## src/rtl/wb_writer_if.sv

```systemverilog
// Bus bundle for the writeback stage: MEM handshake, memory response and register-file write port.
// RetireCnt_o_WB exists only when WB_RETIRE_CNT_EN is defined.
interface wb_writer_if #(
  parameter int XLEN       = 32,
  parameter int REG_ADDR_W = 5
);
  logic                  Valid_i_WB;
  logic                  Ready_o_WB;
  logic                  WrEn_i_WB;
  logic [REG_ADDR_W-1:0] WrAddr_i_WB;
  logic [XLEN-1:0]       AluData_i_WB;
  logic                  IsLoad_i_WB;
  logic [2:0]            LoadFunct3_i_WB;
  logic [1:0]            LoadAddrLow_i_WB;
  logic                  MemRspValid_i_WB;
  logic [XLEN-1:0]       MemRspData_i_WB;
  logic                  WrEn_o_WB;
  logic [REG_ADDR_W-1:0] WrAddr_o_WB;
  logic [XLEN-1:0]       WrData_o_WB;
  logic [REG_ADDR_W-1:0] fWB_Addr_o_WB;
  logic [XLEN-1:0]       fWB_Data_o_WB;
  logic                  LoadTimeout_o_WB;
`ifdef WB_RETIRE_CNT_EN
  logic [31:0]           RetireCnt_o_WB;
`endif

  // slave: the writeback stage itself
  modport slave (
    input  Valid_i_WB, WrEn_i_WB, WrAddr_i_WB, AluData_i_WB, IsLoad_i_WB,
           LoadFunct3_i_WB, LoadAddrLow_i_WB, MemRspValid_i_WB, MemRspData_i_WB,
    output Ready_o_WB, WrEn_o_WB, WrAddr_o_WB, WrData_o_WB,
           fWB_Addr_o_WB, fWB_Data_o_WB, LoadTimeout_o_WB
`ifdef WB_RETIRE_CNT_EN
    , output RetireCnt_o_WB
`endif
  );

  // master: MEM stage / memory / register file side
  modport master (
    output Valid_i_WB, WrEn_i_WB, WrAddr_i_WB, AluData_i_WB, IsLoad_i_WB,
           LoadFunct3_i_WB, LoadAddrLow_i_WB, MemRspValid_i_WB, MemRspData_i_WB,
    input  Ready_o_WB, WrEn_o_WB, WrAddr_o_WB, WrData_o_WB,
           fWB_Addr_o_WB, fWB_Data_o_WB, LoadTimeout_o_WB
`ifdef WB_RETIRE_CNT_EN
    , input RetireCnt_o_WB
`endif
  );
endinterface

```

## src/rtl/wb_writer.sv

```systemverilog
// Writeback stage: retires MEM instructions, waits for load responses, issues one write pulse per rd write.
// Optional retire counter enabled by defining WB_RETIRE_CNT_EN.
//
// state    | meaning
// IDLE     | ready for a retiring instruction; non-loads write next cycle
// WAIT_RSP | load accepted, waiting for the memory response or the timeout
module wb_writer #(
  parameter int XLEN        = 32,
  parameter int REG_ADDR_W  = 5,
  parameter int RSP_TIMEOUT = 16
) (
  input logic       clk_i_WB,
  input logic       Rst_i_WB,
  wb_writer_if.slave bus
);

  localparam int CNT_W = (RSP_TIMEOUT > 2) ? $clog2(RSP_TIMEOUT) : 1;
  localparam logic [CNT_W-1:0] CNT_LAST = CNT_W'(RSP_TIMEOUT - 1);

  typedef enum logic {
    IDLE     = 1'b0,
    WAIT_RSP = 1'b1
  } state_t;

  state_t                state, state_nxt;
  logic [CNT_W-1:0]      cnt, cnt_nxt;
  logic                  wr_en, wr_en_nxt;
  logic [REG_ADDR_W-1:0] wr_addr, wr_addr_nxt;
  logic [XLEN-1:0]       wr_data, wr_data_nxt;
  logic                  timeout, timeout_nxt;
  logic                  capture;

  logic                  ld_wr_en;
  logic [REG_ADDR_W-1:0] ld_addr;
  logic [2:0]            ld_funct3;
  logic [1:0]            ld_low;

  function automatic logic [XLEN-1:0] extract(
    input logic [2:0]      funct3,
    input logic [1:0]      low,
    input logic [XLEN-1:0] word
  );
    logic [7:0]  b;
    logic [15:0] h;
    b = word[{low, 3'b000} +: 8];
    h = word[{low[1], 4'b0000} +: 16];
    case (funct3)
      3'b000:  extract = {{(XLEN-8){b[7]}}, b};
      3'b100:  extract = {{(XLEN-8){1'b0}}, b};
      3'b001:  extract = {{(XLEN-16){h[15]}}, h};
      3'b101:  extract = {{(XLEN-16){1'b0}}, h};
      default: extract = word;
    endcase
  endfunction

  always_ff @(posedge clk_i_WB) begin
    if (Rst_i_WB) begin
      state     <= IDLE;
      cnt       <= '0;
      wr_en     <= 1'b0;
      wr_addr   <= '0;
      wr_data   <= '0;
      timeout   <= 1'b0;
      ld_wr_en  <= 1'b0;
      ld_addr   <= '0;
      ld_funct3 <= '0;
      ld_low    <= '0;
    end else begin
      state   <= state_nxt;
      cnt     <= cnt_nxt;
      wr_en   <= wr_en_nxt;
      wr_addr <= wr_addr_nxt;
      wr_data <= wr_data_nxt;
      timeout <= timeout_nxt;
      if (capture) begin
        ld_wr_en  <= bus.WrEn_i_WB;
        ld_addr   <= bus.WrAddr_i_WB;
        ld_funct3 <= bus.LoadFunct3_i_WB;
        ld_low    <= bus.LoadAddrLow_i_WB;
      end
    end
  end

  always_comb begin
    state_nxt   = state;
    cnt_nxt     = cnt;
    wr_en_nxt   = 1'b0;
    wr_addr_nxt = wr_addr;
    wr_data_nxt = wr_data;
    timeout_nxt = 1'b0;
    capture     = 1'b0;
    case (state)
      IDLE: begin
        if (bus.Valid_i_WB) begin
          if (bus.IsLoad_i_WB) begin
            capture   = 1'b1;
            cnt_nxt   = '0;
            state_nxt = WAIT_RSP;
          end else begin
            wr_en_nxt   = bus.WrEn_i_WB && (bus.WrAddr_i_WB != '0);
            wr_addr_nxt = bus.WrAddr_i_WB;
            wr_data_nxt = bus.AluData_i_WB;
          end
        end
      end
      WAIT_RSP: begin
        // a response in the final wait cycle beats the timeout
        if (bus.MemRspValid_i_WB) begin
          wr_en_nxt   = ld_wr_en && (ld_addr != '0);
          wr_addr_nxt = ld_addr;
          wr_data_nxt = extract(ld_funct3, ld_low, bus.MemRspData_i_WB);
          state_nxt   = IDLE;
        end else if (cnt == CNT_LAST) begin
          timeout_nxt = 1'b1;
          state_nxt   = IDLE;
        end else begin
          cnt_nxt = cnt + CNT_W'(1);
        end
      end
      default: state_nxt = IDLE;
    endcase
  end

  assign bus.Ready_o_WB       = (state == IDLE);
  assign bus.WrEn_o_WB        = wr_en;
  assign bus.WrAddr_o_WB      = wr_addr;
  assign bus.WrData_o_WB      = wr_data;
  assign bus.fWB_Addr_o_WB    = wr_addr;
  assign bus.fWB_Data_o_WB    = wr_data;
  assign bus.LoadTimeout_o_WB = timeout;

`ifdef WB_RETIRE_CNT_EN
  logic [31:0] retire_cnt;
  logic        retire_evt;

  // x0 writes still retire; dropped loads do not
  assign retire_evt = ((state == IDLE) && bus.Valid_i_WB && !bus.IsLoad_i_WB) ||
                      ((state == WAIT_RSP) && bus.MemRspValid_i_WB);

  always_ff @(posedge clk_i_WB) begin
    if (Rst_i_WB) begin
      retire_cnt <= '0;
    end else if (retire_evt) begin
      retire_cnt <= retire_cnt + 32'd1;
    end
  end

  assign bus.RetireCnt_o_WB = retire_cnt;
`endif

endmodule

```

## src/flat_wrapper.sv

```systemverilog
// flat-port wrapper written by rule: the top's interface ports become plain ports
module wb_writer_flat 
#(
  parameter int XLEN        = 32,
  parameter int REG_ADDR_W  = 5,
  parameter int RSP_TIMEOUT = 16
)
  (clk_i_WB, Rst_i_WB, bus_Valid_i_WB, bus_WrEn_i_WB, bus_WrAddr_i_WB, bus_AluData_i_WB, bus_IsLoad_i_WB, bus_LoadFunct3_i_WB, bus_LoadAddrLow_i_WB, bus_MemRspValid_i_WB, bus_MemRspData_i_WB, bus_Ready_o_WB, bus_WrEn_o_WB, bus_WrAddr_o_WB, bus_WrData_o_WB, bus_fWB_Addr_o_WB, bus_fWB_Data_o_WB, bus_LoadTimeout_o_WB);
  wb_writer_if #(.XLEN(XLEN), .REG_ADDR_W(REG_ADDR_W)) bus_i ();
  input logic clk_i_WB;
  input logic Rst_i_WB;
  input wire logic [$bits(bus_i.Valid_i_WB)-1:0] bus_Valid_i_WB;
  input wire logic [$bits(bus_i.WrEn_i_WB)-1:0] bus_WrEn_i_WB;
  input wire logic [$bits(bus_i.WrAddr_i_WB)-1:0] bus_WrAddr_i_WB;
  input wire logic [$bits(bus_i.AluData_i_WB)-1:0] bus_AluData_i_WB;
  input wire logic [$bits(bus_i.IsLoad_i_WB)-1:0] bus_IsLoad_i_WB;
  input wire logic [$bits(bus_i.LoadFunct3_i_WB)-1:0] bus_LoadFunct3_i_WB;
  input wire logic [$bits(bus_i.LoadAddrLow_i_WB)-1:0] bus_LoadAddrLow_i_WB;
  input wire logic [$bits(bus_i.MemRspValid_i_WB)-1:0] bus_MemRspValid_i_WB;
  input wire logic [$bits(bus_i.MemRspData_i_WB)-1:0] bus_MemRspData_i_WB;
  output wire logic [$bits(bus_i.Ready_o_WB)-1:0] bus_Ready_o_WB;
  output wire logic [$bits(bus_i.WrEn_o_WB)-1:0] bus_WrEn_o_WB;
  output wire logic [$bits(bus_i.WrAddr_o_WB)-1:0] bus_WrAddr_o_WB;
  output wire logic [$bits(bus_i.WrData_o_WB)-1:0] bus_WrData_o_WB;
  output wire logic [$bits(bus_i.fWB_Addr_o_WB)-1:0] bus_fWB_Addr_o_WB;
  output wire logic [$bits(bus_i.fWB_Data_o_WB)-1:0] bus_fWB_Data_o_WB;
  output wire logic [$bits(bus_i.LoadTimeout_o_WB)-1:0] bus_LoadTimeout_o_WB;
  assign bus_i.Valid_i_WB = bus_Valid_i_WB;
  assign bus_i.WrEn_i_WB = bus_WrEn_i_WB;
  assign bus_i.WrAddr_i_WB = bus_WrAddr_i_WB;
  assign bus_i.AluData_i_WB = bus_AluData_i_WB;
  assign bus_i.IsLoad_i_WB = bus_IsLoad_i_WB;
  assign bus_i.LoadFunct3_i_WB = bus_LoadFunct3_i_WB;
  assign bus_i.LoadAddrLow_i_WB = bus_LoadAddrLow_i_WB;
  assign bus_i.MemRspValid_i_WB = bus_MemRspValid_i_WB;
  assign bus_i.MemRspData_i_WB = bus_MemRspData_i_WB;
  assign bus_Ready_o_WB = bus_i.Ready_o_WB;
  assign bus_WrEn_o_WB = bus_i.WrEn_o_WB;
  assign bus_WrAddr_o_WB = bus_i.WrAddr_o_WB;
  assign bus_WrData_o_WB = bus_i.WrData_o_WB;
  assign bus_fWB_Addr_o_WB = bus_i.fWB_Addr_o_WB;
  assign bus_fWB_Data_o_WB = bus_i.fWB_Data_o_WB;
  assign bus_LoadTimeout_o_WB = bus_i.LoadTimeout_o_WB;
  wb_writer #(.XLEN(XLEN), .REG_ADDR_W(REG_ADDR_W), .RSP_TIMEOUT(RSP_TIMEOUT)) u_core (.clk_i_WB(clk_i_WB), .Rst_i_WB(Rst_i_WB), .bus(bus_i));
endmodule
```

## config.mk

```make
export PLATFORM = sky130hd
export DESIGN_NAME = wb_writer_flat
export DESIGN_NICKNAME = d
export VERILOG_FILES = /design/src/rtl/wb_writer_if.sv /design/src/rtl/wb_writer.sv /design/src/flat_wrapper.sv
export SDC_FILE = /design/constraint.sdc
export NUM_CORES = 1
export LEC_CHECK = 0
export ABC_CLOCK_PERIOD_IN_PS = 4000
export BUFFER_PORTS_ARGS = -buffer_cell sky130_fd_sc_hd__buf_2
export CORE_MARGIN = 10
export CORE_UTILIZATION = 45
export DETAILED_ROUTE_END_ITERATION = 12
export GPL_ROUTABILITY_DRIVEN = 1
export PLACE_DENSITY = 0.78
export SYNTH_ARGS = -nofsm -noshare
export SYNTH_HDL_FRONTEND = slang
export SYNTH_SLANG_ARGS = --single-unit
export TNS_END_PERCENT = 50
```

## constraint.sdc

```tcl
create_clock -name clk_i_WB -period 4 [get_ports clk_i_WB]
set_clock_uncertainty 0.2 [all_clocks]
set_input_delay 0.6 -clock clk_i_WB [delete_from_list [all_inputs] [get_ports clk_i_WB]]
set_output_delay 0.6 -clock clk_i_WB [all_outputs]
set_load 0.03 [all_outputs]
```

==> impl_metrics.yaml, run 1 <==
outcome:
  status: "completed"
timing:
  period_needed_ns: 2.531
  setup_viol: 0
  maxSlewViolCount: 0
  relSlewSlack: 0.1754
  worst_pin_slew_ns: 1.229
  max_clock_freq_mhz: 395.0
  setup-tns-final_ns: 0
  rsz0062_at_grt: "false"
  hold_viol_final: 0
  timing.final.crit_share: 0.6328
  whs_ns: 0.2696
placed_design:
  hpwl_um: 8672
  io_buffers: 156
  dp.cells: 609
  gp_congestion: 0.8538
drt:
  routedWlPerCell_um: 17.65
  drt-vias-per-instance: 5.555
  dr.pass1.iters: 5
  wirelength_um: 10910
  drtAntennaViolNets: 0
  drc_errors: 0
  vias: 3433
  drtIter0Drc: 207
grt:
  grt_antenna_before_repair: 3
  grt_pass1_vias: 3478
  grt_start_max_net_pins: 45
  grt-ovfl-total: 0
  grt_pass1_wl_um: 17580
  track_usage: 0.1876
synth:
  synthFlopType: "dfxtp_1"
  synth-edff-count: 0
  yosysWarnings: 0
  netlist_area_mm2: 0.003309
  syn_avg_cell_area_um2: 7.898
  synthDistinctLibCells: 55
  synth_cells: 419
  synthesis.nets: 500
  ys_seq_area_frac: 0.3327
  ys_ff_latch: 55
  async_reset_ff_frac: 0
clock_tree:
  cts_post_setup_buffers_inserted: 0
  cts_max_level: 2
  cts_buffers: 5
  tritoncts: "done"
  ctsHoldBuffers: 0
  worstSkewPairLatency_ns: 0.32
  cts_resized: 0
  clock_path_buffers: 2
  cts_root_buffer: "clkbuf_8"
  clk_pin_slew_ns: 0.09
  cts.sinks: 55
critical_path:
  worstSetupPathType: "register to register"
  cp.required_ns: 4.04
  r2r-start: "u_core.ld_low[1]$_SDFFE_PP0P_"
  worstSetupStartpointType: "register"
  crit_fanout: 20
  cp.arrival_ns: 2.57
  end_kind: "register"
  reg2reg_setup_slack_ns: 1.47
  r2r_cells: 4
  r2r-end: "u_core.bus.WrData_o_WB[30]$_SDFFE_PP0P_"
layout:
  nNetsFinal: 598
  instances_no_fill: 618
  final.fill_count: 763
  area_growth_pct: 17.43
  drive_above_1_share: 0.3514
min_path:
  min-delay-start: "u_core.bus.WrData_o_WB[31]$_SDFFE_PP0P_"
  hold_path_depth: 2
  hold_path.class: "register to register"
  holdPathEnd: "u_core.bus.WrData_o_WB[31]$_SDFFE_PP0P_"
floorplan:
  dieHeight_um: 105.8
  dieArea_mm2: 0.01118
  num_io_pins: 157
  start_util: 0.4587
  core-area_mm2: 0.007214
  die_w_um: 105.8
  rows: 31
power_and_ir_drop:
  power.leakage_nw: 1.757
  p_per_area_mw_per_mm2: 346.0
  peakVddDrop_uv: 196.0
run:
  maxCapViolCount: 0
[metal layers]
layer,wire length [um],global-route usage
met1,4197,0.2090
met4,88,0.04352
met5,13,0
met2,5521,0.3370
met3,1084,0.06151
[layout make-up]
cell class	instances	area (um2)	share of cell area
Inverter	10	37.54	0.009659
Tap cell	99	123.9	0.03187
Multi-Input combinational cell	286	1725	0.4440
Clock inverter	3	22.52	0.005795
Timing Repair Buffer	159	803.3	0.2067
Sequential cell	55	1102	0.2836
Antenna cell	1	2.502	0.0006439
Clock buffer	5	68.82	0.01771
[power breakdown]
group / internal, W / switching (W)
sequential: 0.000584 / 0.0000344
clock: 0.000126 / 0.000197
combinational: 0.000131 / 0.000271
total: 0.000842 / 0.000503
[cell usage after synthesis (all sizes together), types with 3 or more instances]
master,instances,area [um2]
dfxtp,55,1101
inv,9,33.78
o22ai,3,18.77
a31oi,17,106.4
o221ai,6,52.55
nor3,4,25.02
a221oi,4,35.03
nor3b,3,27.52
a2bb2oi,4,35.03
buf,60,415.4
clkbuf,8,30.03
o32ai,4,35.03
nand2,72,270.3
a211oi,8,70.06
a311oi,8,70.07
nand2b,7,51.30
nor2,25,93.84
mux2,4,45.04
a21oi,8,40.04
o21ai,56,280.3
mux2i,8,80.08
nor2b,5,31.28
a22o,9,78.83
[registers in the layout (all words and copies together) (netlist names)]
name and cells:
u_core.bus.WrData_o_WB 32, u_core.bus.WrAddr_o_WB 5, u_core.ld_addr 5, u_core.cnt 4
u_core.ld_funct3 3, u_core.ld_low 2, u_core.bus.LoadTimeout_o_WB 1, u_core.bus.WrEn_o_WB 1
u_core.ld_wr_en 1, u_core.state 1
[cell usage in the layout (no fill, tap or decap), types with 3 or more instances in the layout]
master     synthesis  final
o21ai_1           16     16
nand2b_1           6      6
o221ai_1           6      6
nor3_1             3      3
nand2_1           72     72
a221oi_1           4      4
clkbuf_8           0      5
buf_2             14    156
a22o_1             9      9
a211oi_1           6      6
mux2i_1            8      8
a2bb2oi_1          4      4
a31oi_1           17     17
o32ai_1            4      4
a311oi_1           8      8
buf_4             40      3
mux2_2             4      4
nor2b_1            5      5
nor2_1            25     25
inv_1              8      8
dfxtp_1           55     54
o22ai_1            3      3
a21oi_1            8      8
o21ai_0           40     40
[worst max path at each step]
stage / start / slack (ns) / to
after floorplan: u_core.state$_SDFF_PP0_ / 2.16 / bus_Ready_o_WB
after global placement: bus_IsLoad_i_WB / 1.53 / u_core.bus.WrData_o_WB[9]$_SDFFE_PP0P_
after detailed placement: bus_IsLoad_i_WB / 1.43 / u_core.bus.WrData_o_WB[10]$_SDFFE_PP0P_
after CTS: u_core.ld_low[1]$_SDFFE_PP0P_ / 1.54 / u_core.bus.WrData_o_WB[30]$_SDFFE_PP0P_
after global routing: u_core.ld_low[1]$_SDFFE_PP0P_ / 1.26 / u_core.bus.WrData_o_WB[29]$_SDFFE_PP0P_
final: u_core.ld_low[1]$_SDFFE_PP0P_ / 1.47 / u_core.bus.WrData_o_WB[30]$_SDFFE_PP0P_
[stage by stage]
step	area (um2)	power (W)	worst slack, ns	utilization
6_report	3886	0.001345	1.469	0.5387
5_1_grt	3886	0.001415	1.255	0.5387
3_5_place_dp	3792	0.001036	1.434	0.5257
2_1_floorplan	3309	0.0009343	2.163	-
4_1_cts	3884	0.001355	1.536	0.5383
3_3_place_gp	3792	0.001027	1.530	0.5257
[worst max-delay path, cell delays in order, from the launching register on]
cell and delay, ns:
dfxtp_1 0.74, mux2i_1 0.22, a211oi_2 0.92, a31oi_1 0.18, o21ai_0 0.20
[cell families after synthesis]
| logic type | after synthesis | share of synthesized area |
|---|---|---|
| buf+inv | 78 | 0.1459 |
| compound gates | 140 | 0.2813 |
| simple gates | 131 | 0.1849 |
| fa+ha+maj | 1 | 0.003780 |
| mux | 14 | 0.05142 |
| flops | 55 | 0.3327 |
Note: power is estimated with default switching activity, not from simulation.
==> inputs of run 2 (changes only) <==
--- a/config.mk
+++ b/config.mk
@@ -5,13 +5,13 @@
 export SDC_FILE = /design/constraint.sdc
 export NUM_CORES = 1
 export LEC_CHECK = 0
-export ABC_CLOCK_PERIOD_IN_PS = 4000
+export ABC_CLOCK_PERIOD_IN_PS = 2200
 export BUFFER_PORTS_ARGS = -buffer_cell sky130_fd_sc_hd__buf_2
 export CORE_MARGIN = 10
-export CORE_UTILIZATION = 45
+export CORE_UTILIZATION = 42
 export DETAILED_ROUTE_END_ITERATION = 12
 export GPL_ROUTABILITY_DRIVEN = 1
-export PLACE_DENSITY = 0.78
+export PLACE_DENSITY = 0.76
 export SYNTH_ARGS = -nofsm -noshare
 export SYNTH_HDL_FRONTEND = slang
 export SYNTH_SLANG_ARGS = --single-unit
==> constraint.sdc (replaced) <==
create_clock -name clk_i_WB -period 2.2 [get_ports clk_i_WB]
set_clock_uncertainty 0.2 [all_clocks]
set_input_delay 0.33 -clock clk_i_WB [delete_from_list [all_inputs] [get_ports clk_i_WB]]
set_output_delay 0.33 -clock clk_i_WB [all_outputs]
set_load 0.03 [all_outputs]
==> run 2 against run 1 <==
Fmax rose by 31%. Sequential cell count unchanged. Largest cell class unchanged. Largest power group unchanged. Highest routed layer is now met4. Total power up 97%. Sequential share of layout area fell by 0.94 points. Via count up 0.41%. Clock power rose by 140%.
==> impl_metrics.yaml, run 2 (synthesized netlist as in run 1, its figures left out) <==
clock_tree:
  clk_pin_slew_ns: 0.10
  ctsHoldBuffers: 0
  cts_post_setup_buffers_inserted: 0
  cts.sinks: 55
  cts_buffers: 5
  cts_resized: 0
  clock_path_buffers: 2
  cts_max_level: 2
  cts_root_buffer: "clkbuf_8"
  worstSkewPairLatency_ns: 0.30
  tritoncts: "done"
power_and_ir_drop:
  clkPwrFrac: 0.293
  power_switching_share: 0.3323
  net-switching-power_w: 0.0008814
  internal-power_w: 0.001771
  p_per_area_mw_per_mm2: 659.8
  p_seq_frac: 0.421
  p_comb_frac: 0.286
  power.leakage_nw: 1.828
  peakVddDrop_uv: 296.2
  p_total_w: 0.002652
outcome:
  status: "completed"
floorplan:
  core-area_mm2: 0.007687
  die_w_um: 108.8
  rows: 32
  dieArea_mm2: 0.01183
  start_util: 0.4305
  dieHeight_um: 108.8
  num_io_pins: 157
timing:
  setup_viol: 0
  rsz0062_at_grt: "false"
  timing.final.crit_share: 0.8761
  max_clock_freq_mhz: 518.8
  period_needed_ns: 1.927
  relSlewSlack: 0.3982
  hold_viol_final: 0
  whs_ns: 0.04767
  worst_pin_slew_ns: 0.9010
  maxSlewViolCount: 0
  setup-tns-final_ns: 0
layout:
  final_core_util: 0.5229
  instances_no_fill: 631
  drive_above_1_share: 0.3655
  nNetsFinal: 608
  final_common_cell: "buf_2"
  area_growth_pct: 21.47
  largest_reg_flops: 32
  layout_common_cells: "buf_2, nand2_1, dfxtp_1, o21ai_0, nor2_1"
drt:
  vias: 3447
  drtIter0Drc: 165
  dr.pass1.iters: 5
  drt-vias-per-instance: 5.463
  drtAntennaViolNets: 0
  wirelength_um: 10770
  drc_errors: 0
  routedWlPerCell_um: 17.06
placed_design:
  gp_congestion: 0.8522
  io_buffers: 156
  dp.cells: 622
  hpwl_um: 8635
critical_path:
  path_cells: "mux2i_1 > a211oi_2 > a31oi_1 > o21ai_0"
  crit_path_top_delay_cell: "a211oi_2"
  cp.arrival_ns: 1.96
  max_stage_delay_ns: 0.79
  worstSetupStartpointType: "register"
  crit_fanout: 16
  end_kind: "register"
  crit_family: "compound AO/OA/AOI/OAI gates"
  worstSetupPathType: "register to register"
  path_buf_inv: 0
  cp.required_ns: 2.23
grt:
  met2_usage: 0.3034
  gr-max-usage-layer: "met2"
  grt_start_max_net_pins: 45
  grt_pass1_wl_um: 16770
  grt-ovfl-total: 0
  track_usage: 0.1720
  grt_antenna_before_repair: 0
  grt_pass1_vias: 3427
  use_met3: 0.05959
  gr-usage-met1: 0.1985
run:
  maxCapViolCount: 0
min_path:
  hold_path.class: "input pin to register"
==> run 2: cell count changes in the layout (fill, tap and decap cells not counted) <==
cell,before,now
buf_4,3,13
bufinv_16,0,2
clkbuf_1,0,1
clkinv_2,1,0
clkinv_4,1,0
inv_6,1,0
nor3_2,1,0
nor3_4,0,1
o21ai_1,16,14
o21ai_2,0,2
==> run 2: path summary, 6_finish.rpt <==
path	start	end	slack (ns)	cells past startpoint
max	u_core.ld_low[1]$_SDFFE_PP0P_	u_core.bus.WrData_o_WB[29]$_SDFFE_PP0P_	0.27	4
min	bus_LoadFunct3_i_WB[1]	u_core.ld_funct3[1]$_SDFFE_PP0P_	0.05	3
max reg2reg	u_core.ld_low[1]$_SDFFE_PP0P_	u_core.bus.WrData_o_WB[29]$_SDFFE_PP0P_	0.27	4
min reg2reg	u_core.bus.WrData_o_WB[26]$_SDFFE_PP0P_	u_core.bus.WrData_o_WB[26]$_SDFFE_PP0P_	0.27	2
==> run 2: stage by stage <==
step	setup slack [ns]	cell area (um2)
2_1_floorplan	0.5160	3309
3_3_place_gp	0.1689	3877
3_5_place_dp	0.1050	3877
4_1_cts	0.07882	4010
5_1_grt	0.1082	4018
6_report	0.2726	4020
==> run 2: final cells by class <==
type | instances | area (um2)
Antenna cell | 1 | 2.502
Clock buffer | 6 | 72.57
Clock inverter | 2 | 60.06
Fill cell | 785 | 3667
Inverter | 10 | 37.54
Multi-Input combinational cell | 286 | 1739
Sequential cell | 55 | 1102
Tap cell | 102 | 127.6
Timing Repair Buffer | 169 | 878.3
==> run 2: metal layers <==
layer  vias to the layer above  part of all wire
met5                         -                 0
met4                         0            0.0074
met3                         8              0.12
met2                       175              0.47
met1                      1580              0.40
li1                       1684                 -
==> run 2: worst register-to-register path, cell delays in order (launching register included) <==
cell,delay (ns)
dfxtp_1,0.37
mux2i_1,0.13
a211oi_2,0.79
a31oi_1,0.17
o21ai_0,0.20
==> run 2: power groups by stage <==
| stage | clock network [W] | registers (W) | logic (W) |
|---|---|---|---|
| after global placement | 0 | 0.00113 | 0.000751 |
| final | 0.000778 | 0.00112 | 0.000759 |
| after floorplan | 0 | 0.00123 | 0.000464 |
| after CTS | 0.000790 | 0.00112 | 0.000762 |
| after global routing | 0.000824 | 0.00113 | 0.000822 |
| after detailed placement | 0 | 0.00114 | 0.000759 |
==> inputs of run 3 (changes only) <==
--- a/config.mk
+++ b/config.mk
@@ -5,13 +5,14 @@
 export SDC_FILE = /design/constraint.sdc
 export NUM_CORES = 1
 export LEC_CHECK = 0
-export ABC_CLOCK_PERIOD_IN_PS = 2200
+export ABC_CLOCK_PERIOD_IN_PS = 1800
 export BUFFER_PORTS_ARGS = -buffer_cell sky130_fd_sc_hd__buf_2
+export CAP_MARGIN = 15
 export CORE_MARGIN = 10
-export CORE_UTILIZATION = 42
+export CORE_UTILIZATION = 45
 export DETAILED_ROUTE_END_ITERATION = 12
 export GPL_ROUTABILITY_DRIVEN = 1
-export PLACE_DENSITY = 0.76
+export PLACE_DENSITY = 0.78
 export SYNTH_ARGS = -nofsm -noshare
 export SYNTH_HDL_FRONTEND = slang
 export SYNTH_SLANG_ARGS = --single-unit
==> constraint.sdc (replaced) <==
create_clock -name clk_i_WB -period 1.8 [get_ports clk_i_WB]
set_clock_uncertainty 0.2 [all_clocks]
set_input_delay 0.27 -clock clk_i_WB [delete_from_list [all_inputs] [get_ports clk_i_WB]]
set_output_delay 0.27 -clock clk_i_WB [all_outputs]
set_load 0.03 [all_outputs]
==> run 3 against run 2 <==
Cell count is 3.5% higher. Sequential cell count unchanged. Critical path depth unchanged. Hold slack worse by 0.025 ns. Critical path type unchanged. Critical endpoint is now u_core.bus.WrData_o_WB[4]$_SDFFE_PP0P_. Largest cell class unchanged.
==> impl_metrics.yaml, run 3 (synthesized netlist as in run 1, its figures left out) <==
floorplan:
  rows: 31
  die_w_um: 105.8
  core-area_mm2: 0.007214
  dieHeight_um: 105.8
  num_io_pins: 157
  dieArea_mm2: 0.01118
  start_util: 0.4587
clock_tree:
  worstSkewPairLatency_ns: 0.31
  clk_pin_slew_ns: 0.10
  clock_path_buffers: 2
  cts_max_level: 2
  cts_root_buffer: "clkbuf_8"
  cts.sinks: 55
  tritoncts: "done"
  cts_buffers: 5
grt:
  use_met3: 0.06395
  grt_pass1_wl_um: 17610
  track_usage: 0.1878
  met2_usage: 0.3185
  grt_start_max_net_pins: 45
  gr-usage-met1: 0.2171
  grt_pass1_vias: 3465
  grt_antenna_before_repair: 4
  gr-max-usage-layer: "met2"
  grt-ovfl-total: 0
layout:
  final_common_cell: "buf_2"
  fin_area_mm2: 0.004272
  nNetsFinal: 633
  final_core_util: 0.5921
  drive_above_1_share: 0.3906
  largest_reg_flops: 32
  layout_common_cells: "buf_2, nand2_1, dfxtp_1, o21ai_0, nor2_1"
  register_area_mm2: 0.001110
  instances_no_fill: 653
  area_growth_pct: 29.07
  multi_input_area_mm2: 0.001757
  final.fill_count: 718
critical_path:
  end_kind: "register"
  path_cells: "nand2b_4 > mux4_2 > a211oi_2 > o21ai_1"
  worstSetupPathType: "register to register"
  cp.required_ns: 1.81
  worstSetupStartpointType: "register"
  max_stage_delay_ns: 0.53
  cp.arrival_ns: 1.75
  crit_fanout: 11
  crit_path_top_delay_cell: "mux4_2"
timing:
  relSlewSlack: 0.5606
  hold_viol_final: 0
  period_needed_ns: 1.741
  timing.final.crit_share: 0.9672
  max_clock_freq_mhz: 574.4
  worst_pin_slew_ns: 0.6578
  layout_setup_ws_ns: 0.05913
  maxSlewViolCount: 0
  rsz0062_at_grt: "true"
  setup_viol: 0
drt:
  drc_errors: 0
  vias: 3580
  drtIter0Drc: 277
  routedWlPerCell_um: 17.06
  dr.pass1.iters: 5
  wirelength_um: 11140
  drt-vias-per-instance: 5.482
  drtAntennaViolNets: 0
power_and_ir_drop:
  power.leakage_nw: 1.944
  p_total_w: 0.003097
  peakVddDrop_uv: 370.3
  p_per_area_mw_per_mm2: 725.0
outcome:
  status: "completed"
min_path:
  hold_path.class: "input pin to register"
placed_design:
  dp.cells: 632
  gp_congestion: 0.8971
  hpwl_um: 8893
  dpl_worst_slack_ns: -0.1413
  io_buffers: 156
  place_area_mm2: 0.003990
run:
  maxCapViolCount: 0
-- run 3: cell count changes in the layout (fill, tap and decap cells not counted), moves of 3 or more --
| cell | delta |
|---|---|
| buf_4 | +9 |
| dfxtp_1 | -4 |
| dlygate4sd3_1 | +11 |
| o21ai_1 | +3 |
| buf_12 | +3 |
| dfxtp_2 | +3 |
-- run 3: power breakdown --
part	internal, W	total [W]	switching [W]
clock	0.000315	0.000729	0.000414
combinational	0.000371	0.00101	0.000635
sequential	0.00130	0.00136	0.0000638
-- run 3: final timing paths --
kind	start	end	slack [ns]	cells after the start
worst max register to register	u_core.ld_funct3[0]$_SDFFE_PP0P_	u_core.bus.WrData_o_WB[4]$_SDFFE_PP0P_	0.06	4
worst min register to register	u_core.bus.WrData_o_WB[18]$_SDFFE_PP0P_	u_core.bus.WrData_o_WB[18]$_SDFFE_PP0P_	0.27	2
worst min-delay path	bus_AluData_i_WB[14]	u_core.bus.WrData_o_WB[14]$_SDFFE_PP0P_	0.02	3
worst max-delay path	u_core.ld_funct3[0]$_SDFFE_PP0P_	u_core.bus.WrData_o_WB[4]$_SDFFE_PP0P_	0.06	4
-- run 3: layout make-up --
cell class,instances,area share
Antenna cell,1,0.0005858
Sequential cell,55,0.2598
Multi-Input combinational cell,286,0.4112
Inverter,10,0.009666
Tap cell,99,0.02900
Clock buffer,6,0.01933
Clock inverter,2,0.003808
Timing Repair Buffer,194,0.2665
-- run 3: layer usage --
layer / vias up / part of all wire / wire (um)
li1: 1739 / - / -
met1: 1638 / 0.40 / 4419
met2: 176 / 0.49 / 5418
met3: 23 / 0.096 / 1068
met4: 4 / 0.019 / 215
met5: - / 0.0019 / 21
-- run 3: stage by stage --
stage | TNS, ns | hold WS, ns
after floorplan | 0 | 0.1786
after detailed placement | -2.003 | 0.2557
after global placement | -1.725 | 0.2430
after CTS | -0.01854 | 0.01582
final | 0 | 0.02263
after global routing | -0.007575 | 0.03001
-- run 3: repair_timing --
item	4_1_cts	5_1_grt
pin swaps	0	2
gates resized for setup	5	15
setup buffers	0	1
hold buffers	11	0
endpoints found under the hold margin	11	0
endpoints found under the setup margin	22	33
-- run 3: critical path: cells and delay by family (launching register included) --
kind | cells | cell delay (ns)
flops | 1 | 0.40
mux | 1 | 0.53
compound gates | 2 | 0.28
simple gates | 1 | 0.23
